--- src/rtl/timer_ctrl.sv ---
// Bus-mapped sequencer for one counter timer: arm/run/done FSM, sticky tick interrupt, expiration count.
// Optional TIMER_CTRL_SHADOW_EN: counter config is shadowed and only applied when the timer is (re)armed.
module timer_ctrl #(
  parameter int CNT_W  = 16,
  parameter int TCNT_W = 16
) (
  input  logic             clk,
  input  logic             rst_n,
  input  logic             sel,
  input  logic             we,
  input  logic [3:0]       addr,
  input  logic [31:0]      wdata,
  output logic [31:0]      rdata,
  output logic             ready,
  output logic             tim_en,
  output logic             tim_reset,
  output logic             tim_up_down,
  output logic             tim_one_shot,
  output logic [CNT_W-1:0] tim_prescaler,
  output logic [CNT_W-1:0] tim_load,
  input  logic             tim_tick,
  output logic             irq
);

  typedef enum logic [1:0] {IDLE, ARM, RUN, DONE} state_t;

  state_t             state;
  logic               ctrl_en, ctrl_ud, ctrl_os, ctrl_irq_en;
  logic [CNT_W-1:0]   presc, load;
  logic               pend;
  logic [TCNT_W-1:0]  tcnt;
  logic [15:0]        tcnt16;
  logic [31:0]        rd_val;
  logic               acc, wr, rd;
  logic               wr_ctrl, wr_presc, wr_load, wr_status;
  logic               arm_req, idle_req, tick_run, running, unused;

  assign acc       = sel & ~ready;
  assign wr        = acc & we;
  assign rd        = acc & ~we;
  assign wr_ctrl   = wr & (addr[3:2] == 2'd0);
  assign wr_presc  = wr & (addr[3:2] == 2'd1);
  assign wr_load   = wr & (addr[3:2] == 2'd2);
  assign wr_status = wr & (addr[3:2] == 2'd3);
  assign arm_req   = wr_ctrl & wdata[0] & wdata[4];
  assign idle_req  = wr_ctrl & ~wdata[0];
  assign tick_run  = (state == RUN) & tim_tick;
  assign running   = (state == ARM) | (state == RUN);
  assign tcnt16    = 16'(tcnt);
  assign unused    = ^{addr[1:0], wdata};

  // Bus side: one access per two cycles when sel is held, ready is the completion strobe
  always_ff @(posedge clk or negedge rst_n) begin
    if (!rst_n) begin
      ready <= 1'b0;
      rdata <= '0;
    end else begin
      ready <= acc;
      rdata <= rd ? rd_val : '0;
    end
  end

  always_comb begin
    rd_val = '0;
    case (addr[3:2])
      2'd0: rd_val[3:0] = {ctrl_irq_en, ctrl_os, ctrl_ud, ctrl_en};
      2'd1: rd_val[CNT_W-1:0] = presc;
      2'd2: rd_val[CNT_W-1:0] = load;
      default: rd_val = {tcnt16, 13'd0, state == DONE, running, pend};
    endcase
  end

  always_ff @(posedge clk or negedge rst_n) begin
    if (!rst_n) begin
      ctrl_en     <= 1'b0;
      ctrl_ud     <= 1'b0;
      ctrl_os     <= 1'b0;
      ctrl_irq_en <= 1'b0;
      presc       <= '0;
      load        <= '0;
    end else begin
      if (wr_ctrl) begin
        ctrl_en     <= wdata[0];
        ctrl_ud     <= wdata[1];
        ctrl_os     <= wdata[2];
        ctrl_irq_en <= wdata[3];
      end
      if (wr_presc) presc <= wdata[CNT_W-1:0];
      if (wr_load)  load  <= wdata[CNT_W-1:0];
    end
  end

`ifdef TIMER_CTRL_SHADOW_EN
  // Config registers act as shadows; the counter only sees them when a period is (re)armed
  always_ff @(posedge clk or negedge rst_n) begin
    if (!rst_n) begin
      tim_prescaler <= '0;
      tim_load      <= '0;
      tim_up_down   <= 1'b0;
      tim_one_shot  <= 1'b0;
    end else if (arm_req) begin
      tim_prescaler <= presc;
      tim_load      <= load;
      tim_up_down   <= wdata[1];
      tim_one_shot  <= wdata[2];
    end
  end
`else
  assign tim_prescaler = presc;
  assign tim_load      = load;
  assign tim_up_down   = ctrl_ud;
  assign tim_one_shot  = ctrl_os;
`endif

  // Bus writes override the FSM; a disabling write wins over everything
  always_ff @(posedge clk or negedge rst_n) begin
    if (!rst_n) begin
      state     <= IDLE;
      tim_en    <= 1'b0;
      tim_reset <= 1'b0;
    end else if (idle_req) begin
      state     <= IDLE;
      tim_en    <= 1'b0;
      tim_reset <= 1'b0;
    end else if (arm_req) begin
      state     <= ARM;
      tim_en    <= 1'b1;
      tim_reset <= 1'b1;
    end else begin
      tim_reset <= 1'b0;
      case (state)
        ARM: begin
          state  <= RUN;
          tim_en <= 1'b1;
        end
        RUN: begin
          if (tim_tick && tim_one_shot) begin
            state  <= DONE;
            tim_en <= 1'b0;
          end else begin
            tim_en <= 1'b1;
          end
        end
        default: tim_en <= 1'b0;
      endcase
    end
  end

  // A tick landing with a PEND clear keeps PEND set
  always_ff @(posedge clk or negedge rst_n) begin
    if (!rst_n) begin
      pend <= 1'b0;
      tcnt <= '0;
      irq  <= 1'b0;
    end else begin
      if (tick_run)
        pend <= 1'b1;
      else if (wr_status && wdata[0])
        pend <= 1'b0;
`ifdef TIMER_CTRL_SHADOW_EN
      if (tick_run)
        tcnt <= tcnt + TCNT_W'(1);
`else
      if (wr_ctrl && wdata[5])
        tcnt <= '0;
      else if (tick_run)
        tcnt <= tcnt + TCNT_W'(1);
`endif
      irq <= pend & ctrl_irq_en;
    end
  end

endmodule

--- config.mk ---
export PLATFORM = sky130hd
export DESIGN_NAME = timer_ctrl
export DESIGN_NICKNAME = d
export VERILOG_FILES = /design/src/rtl/timer_ctrl.sv
export SDC_FILE = /design/constraint.sdc
export NUM_CORES = 1
export LEC_CHECK = 0
export BUFFER_PORTS_ARGS = -buffer_cell sky130_fd_sc_hd__buf_2
export CAP_MARGIN = 20
export CORE_MARGIN = 2
export CORE_UTILIZATION = 52
export DETAILED_ROUTE_END_ITERATION = 10
export PLACE_DENSITY_LB_ADDON = 0.3
export SLEW_MARGIN = 30
export SYNTH_ARGS = -nofsm -noshare
export SYNTH_HDL_FRONTEND = slang
export SYNTH_SLANG_ARGS = --single-unit
--- constraint.sdc ---
create_clock -name clk -period 4.4 [get_ports clk]
set_input_delay 0.88 -clock clk [delete_from_list [all_inputs] [get_ports clk]]
set_output_delay 0.88 -clock clk [all_outputs]
set_load 0.02 [all_outputs]
======== Yosys cells after proc, flatten, opt, wreduce, memory -nomap -nowiden ========
Cells that the tools add are included.
storage, ports and cells
  input port bits ......................... 41
  bits in latches ......................... 0
  bits in registers ....................... 91
  memories kept ........................... 0
  bits in read-only memories .............. 0
  logic and storage cells ................. 65
  RAM bits ................................ 0
  output and inout port bits .............. 70
operators by class
  div/mod/pow operators ................... 0
  equality and inequality tests ........... 7
  multipliers ............................. 0
  bitwise operators ....................... 16
  reduce and logical (&&, ||, !) cells .... 9
  mux-type cells .......................... 18
  shift-type cells ........................ 0
  $lt $le $gt $ge ......................... 0
  add/subtract/negate cells ............... 1
operator list
  cell                   number
  $mux 16                3
  $mux 32                1
  $pmux 12 s2            1
  $add 16x1->16 const B  1
  $and 1x1->1            12
  $pmux 4 s3             1
  $eq 2x2->1 const B     4
  $mux 1                 7
  $mux 2                 3
  $eq 2x1->1 const B     2
  $ne 4x3->1 const B     1
  $pmux 2 s2             1
  $reduce_bool 2->1      2
  $reduce_bool 4->1      1
  $logic_and 1x1->1      3
  $not 1->1              3
  $reduce_or 3->1        1
  $logic_not 2->1        1
  $pmux 1 s2             1
  $reduce_and 2->1       1
  $or 1x1->1             1

======== Longest topological paths before layout ========
  depth in word-level cells ............... 8
  depth in mapped cells ................... 8

======== Worst setup path before layout ========
No wires, ideal clock.
  path type ............................... input -> register
  from .................................... input addr[2]
  to ...................................... register tcnt[8]
  required time ........................... 4.334 ns
  data arrival time ....................... 2.281 ns
  setup slack ............................. 2.053 ns
  stages .................................. 8
  path buffers ............................ 2
  path through ............................ inv_1 > ha_1 > and4b_1 > buf_6 > and2_4 > buf_6 > or4_1 > nand2_1
between the ends
  word-level cells in the longest chain between the ends .. 4
ends and longest elaborated chain
  what                                                 line  text
  start, declared                                      11    input logic [3:0] addr,
  $logic_not 2->1 (*)                                  41    assign wr_ctrl = wr & (addr[3:2] == 2'd0);
  $and 1x1->1 (*)                                      41
  $logic_and 1x1->1 (*)                                164   if (wr_ctrl && wdata[5])
  $mux 16 / $reduce_bool 2->1 (equally long branches)  n/a
  end signal, assigned                                 167   tcnt <= tcnt + TCNT_W'(1);
  end, declared                                        31    logic [TCNT_W-1:0] tcnt;
Every way passes the cells marked *; elsewhere a longest branch is shown, timed or not.
A chain may end at the register's enable or synchronous reset.

======== Worst setup path after layout ========
  from .................................... input addr[2]
  to ...................................... register load[12], in the netlist tim_load[12]
between the ends
  word-level cells in the longest chain between the ends .. 2
ends and longest elaborated chain
  what                  line  text
  $eq 2x2->1            43    assign wr_load = wr & (addr[3:2] == 2'd2);
  $and 1x1->1           43
  end signal, assigned  89    if (wr_load) load <= wdata[CNT_W-1:0];
  end, declared         29    logic [CNT_W-1:0] presc, load;
No other way between the ends.

==> results.toml <==
[run_status]
status = "finished clean"

[flow_run]
drv_cap = 0

[setup_path]
crit_fanout = 17
r2r_slack_ps = 2200
r2r-start = "ready"
cp.required_ps = 4630
arrival_ps = 2850
critPathBufInv = 2
crit_chain = "buf_2, inv_1, ha_1, nand2_1, mux2_2"
endpoint_kind = "flop"
critPathKind = "in2reg"
cpPeakStageDelay_ps = 660
cp-start-kind = "input pin"
cpMaxStageDelayCell = "nand2_1"
reg2regPathDepth = 4
timing.rr.end = "rdata[14]"
cp_top_family = "simple AND/OR/NAND/NOR gates"

[yosys]
synth_edf_count = 0
seq_area_frac_synth = 0.608
synth_nets = 347
ys_ff_latch = 91
syn_inst = 297
synth.area.top_cells = "dfrtp_1, mux2_2, ha_1"
synth_warnings = 0
synth_top_area_share = 0.608
synthArstFlopShare = 1.00
yosysTopAreaCell = "dfrtp_1"
synth_cell_type_count = 38
synth_common_cells = "dfrtp_1, mux2_2, nor2_1"
synthesis.area_mm2 = 0.00374
yosys_most_used_dff = "dfrtp_1"
synth.most_common_cell = "dfrtp_1"
syn_area_per_cell_um2 = 12.6

[clock_tree]
clk_path_buf_depth = 2
post_cts_buffers = 0
clock_sinks = 91
clock_latency_ps = 350
cts-root-buf = "clkbuf_8"
cts.repair.resized = 0
path_clk_slew_ps = 80
hold_buffers = 0
h-tree-depth = 3
cts_buffers = 9
cts_tree = "done"

[die]
die_area_mm2 = 0.00789
io_pins = 111
std_cell_rows = 30
core_mm2 = 0.00687
die_w_um = 88.8
start_util = 0.545
die_h_um = 88.8

[detailed_routing]
vias = 2605
wl_mm = 7.49
first_iter_violations = 129
wl_per_cell_um = 15.3
postRouteAntennaNets = 0
first_pass_iters = 6
viasPerCell = 5.34
drcViolationCount = 0

[placed_design]
dp_hpwl_mm = 5.11
dp.cells = 472
place.gp.congestion = 0.817
port_buffers = 92
post-place-ws_ps = 1390

[grt]
grt_max_degree = 92
grt_pass1_wl_mm = 12.3
grt-ovfl-total = 0
grt_pass1_vias = 2519
antenna_found_initial = 0
grtUsageTotal = 0.206

[pwr]
p_sw_mw = 0.684
intPower_mw = 1.45
seq_power_share = 0.502
comb_power_share = 0.233
clkPwrFrac = 0.265
leakagePower_nw = 2.30
ir_drop_mv = 0.266
netSwitchingFraction = 0.321
powerDensity_mw_per_mm2 = 478
power.total_mw = 2.13

[timing]
layout_min_cycle_time_ps = 2620
slew_violations = 0
setup_viol = 0
rsz0062_at_grt = "no"
finalHoldViolCount = 0
tns_ps = 0
fmax_mhz = 381
period_share = 0.596
worst_slack_ps = 1780
clock_skew_ps = 8.12
slew_headroom = 0.407
worstMarginPinSlew_ps = 887

[cells_and_area]
fin_cells = 488
layout-drive-gt1-share = 0.378
multi_input_area_mm2 = 0.00137
nets = 437
diodes = 0
syn2layout_area_growth_pct = 19.2
seq_area_mm2 = 0.00228
fillers = 555

[min_path]
hold_class = "reg2reg"
hold_start = "pend"
min_path_cells = 2
min_to = "pend"
through the flow:
stage               cell area [um^2]  hold WS [ps]   util
floorplan                       3740           459      -
global placement                4260           479  0.619
detailed placement              4260           490  0.620
CTS                             4460           508  0.649
global route                    4460           539  0.649
finish                          4460           508  0.649
power groups by stage:
stage	Sequential [mW]	Clock, mW	Combinational, mW
floorplan	1.18	0	0.220
global placement	1.08	0	0.491
detailed placement	1.08	0	0.501
CTS	1.07	0.575	0.503
global route	1.09	0.616	0.549
finish	1.07	0.564	0.496
metal layers:
metal	routed length, um	up-vias	GRT usage
met1	3330	1274	0.271
met5	0	-	0
met4	172	0	0.0937
met3	424	14	0.0485
met2	3560	81	0.324
li1	-	1236	-
how the worst max path moves through the flow:
stage | from | end | depth (start not counted)
finish | addr[2] | tim_load[12] | 5
global route | addr[2] | tim_load[12] | 5
CTS | addr[3] | tim_prescaler[8] | 5
detailed placement | addr[3] | tim_prescaler[8] | 5
global placement | addr[2] | tim_load[8] | 5
floorplan | addr[2] | tcnt[8] | 8
logic make-up (layout without fill, tap and decap cells):
family | count (synthesis) | count (layout) | share of synthesized area
compound gates | 42 | 42 | 0.0736
xor+xnor | 7 | 7 | 0.0164
fa+ha+maj | 9 | 9 | 0.0301
buf+inv | 20 | 115 | 0.0257
flops | 91 | 91 | 0.608
mux | 36 | 36 | 0.108
simple gates | 92 | 92 | 0.137
registers in the layout (all words and copies together), names as in the netlist:
signal	flops
rdata	32
tim_up_down	1
tim_prescaler	16
tim_en	1
ctrl_en	1
ctrl_irq_en	1
tim_reset	1
state	2
irq	1
tim_one_shot	1
tim_load	16
tcnt	16
ready	1
pend	1
worst register-to-register path, stage by stage (launching register included):
cell	delay [ps]
dfrtp_1	400
and2b_1	230
nor2b_1	720
nand2_1	530
nor2_1	250
layout make-up:
| class | instances | area share |
|---|---|---|
| Timing Repair Buffer | 92 | 0.105 |
| Sequential cell | 91 | 0.511 |
| Clock inverter | 6 | 0.0143 |
| Inverter | 7 | 0.00589 |
| Tap cell | 96 | 0.0269 |
| Multi-Input combinational cell | 186 | 0.307 |
| Clock buffer | 10 | 0.0309 |
cell usage in the layout, fill, tap and decap left out, drive strengths merged:
master / n
clkinv: 2
dfrtp: 91
nand2b: 2
bufinv: 1
xor2: 5
clkinvlp: 2
and2: 3
a21boi: 1
and4b: 1
or3: 5
a222oi: 4
a22oi: 12
buf: 92
nor2b: 3
and2b: 1
nand4: 4
and3: 16
nand2: 14
o21bai: 1
mux2: 36
ha: 9
or4: 3
clkbuf: 10
a21oi: 13
inv: 8
nor2: 25
and3b: 1
nor3: 3
o21ai: 7
xnor2: 2
o31ai: 2
and4: 3
o211ai: 1
a211oi: 1
nand3: 8
Power figures use the tool's default switching activity.
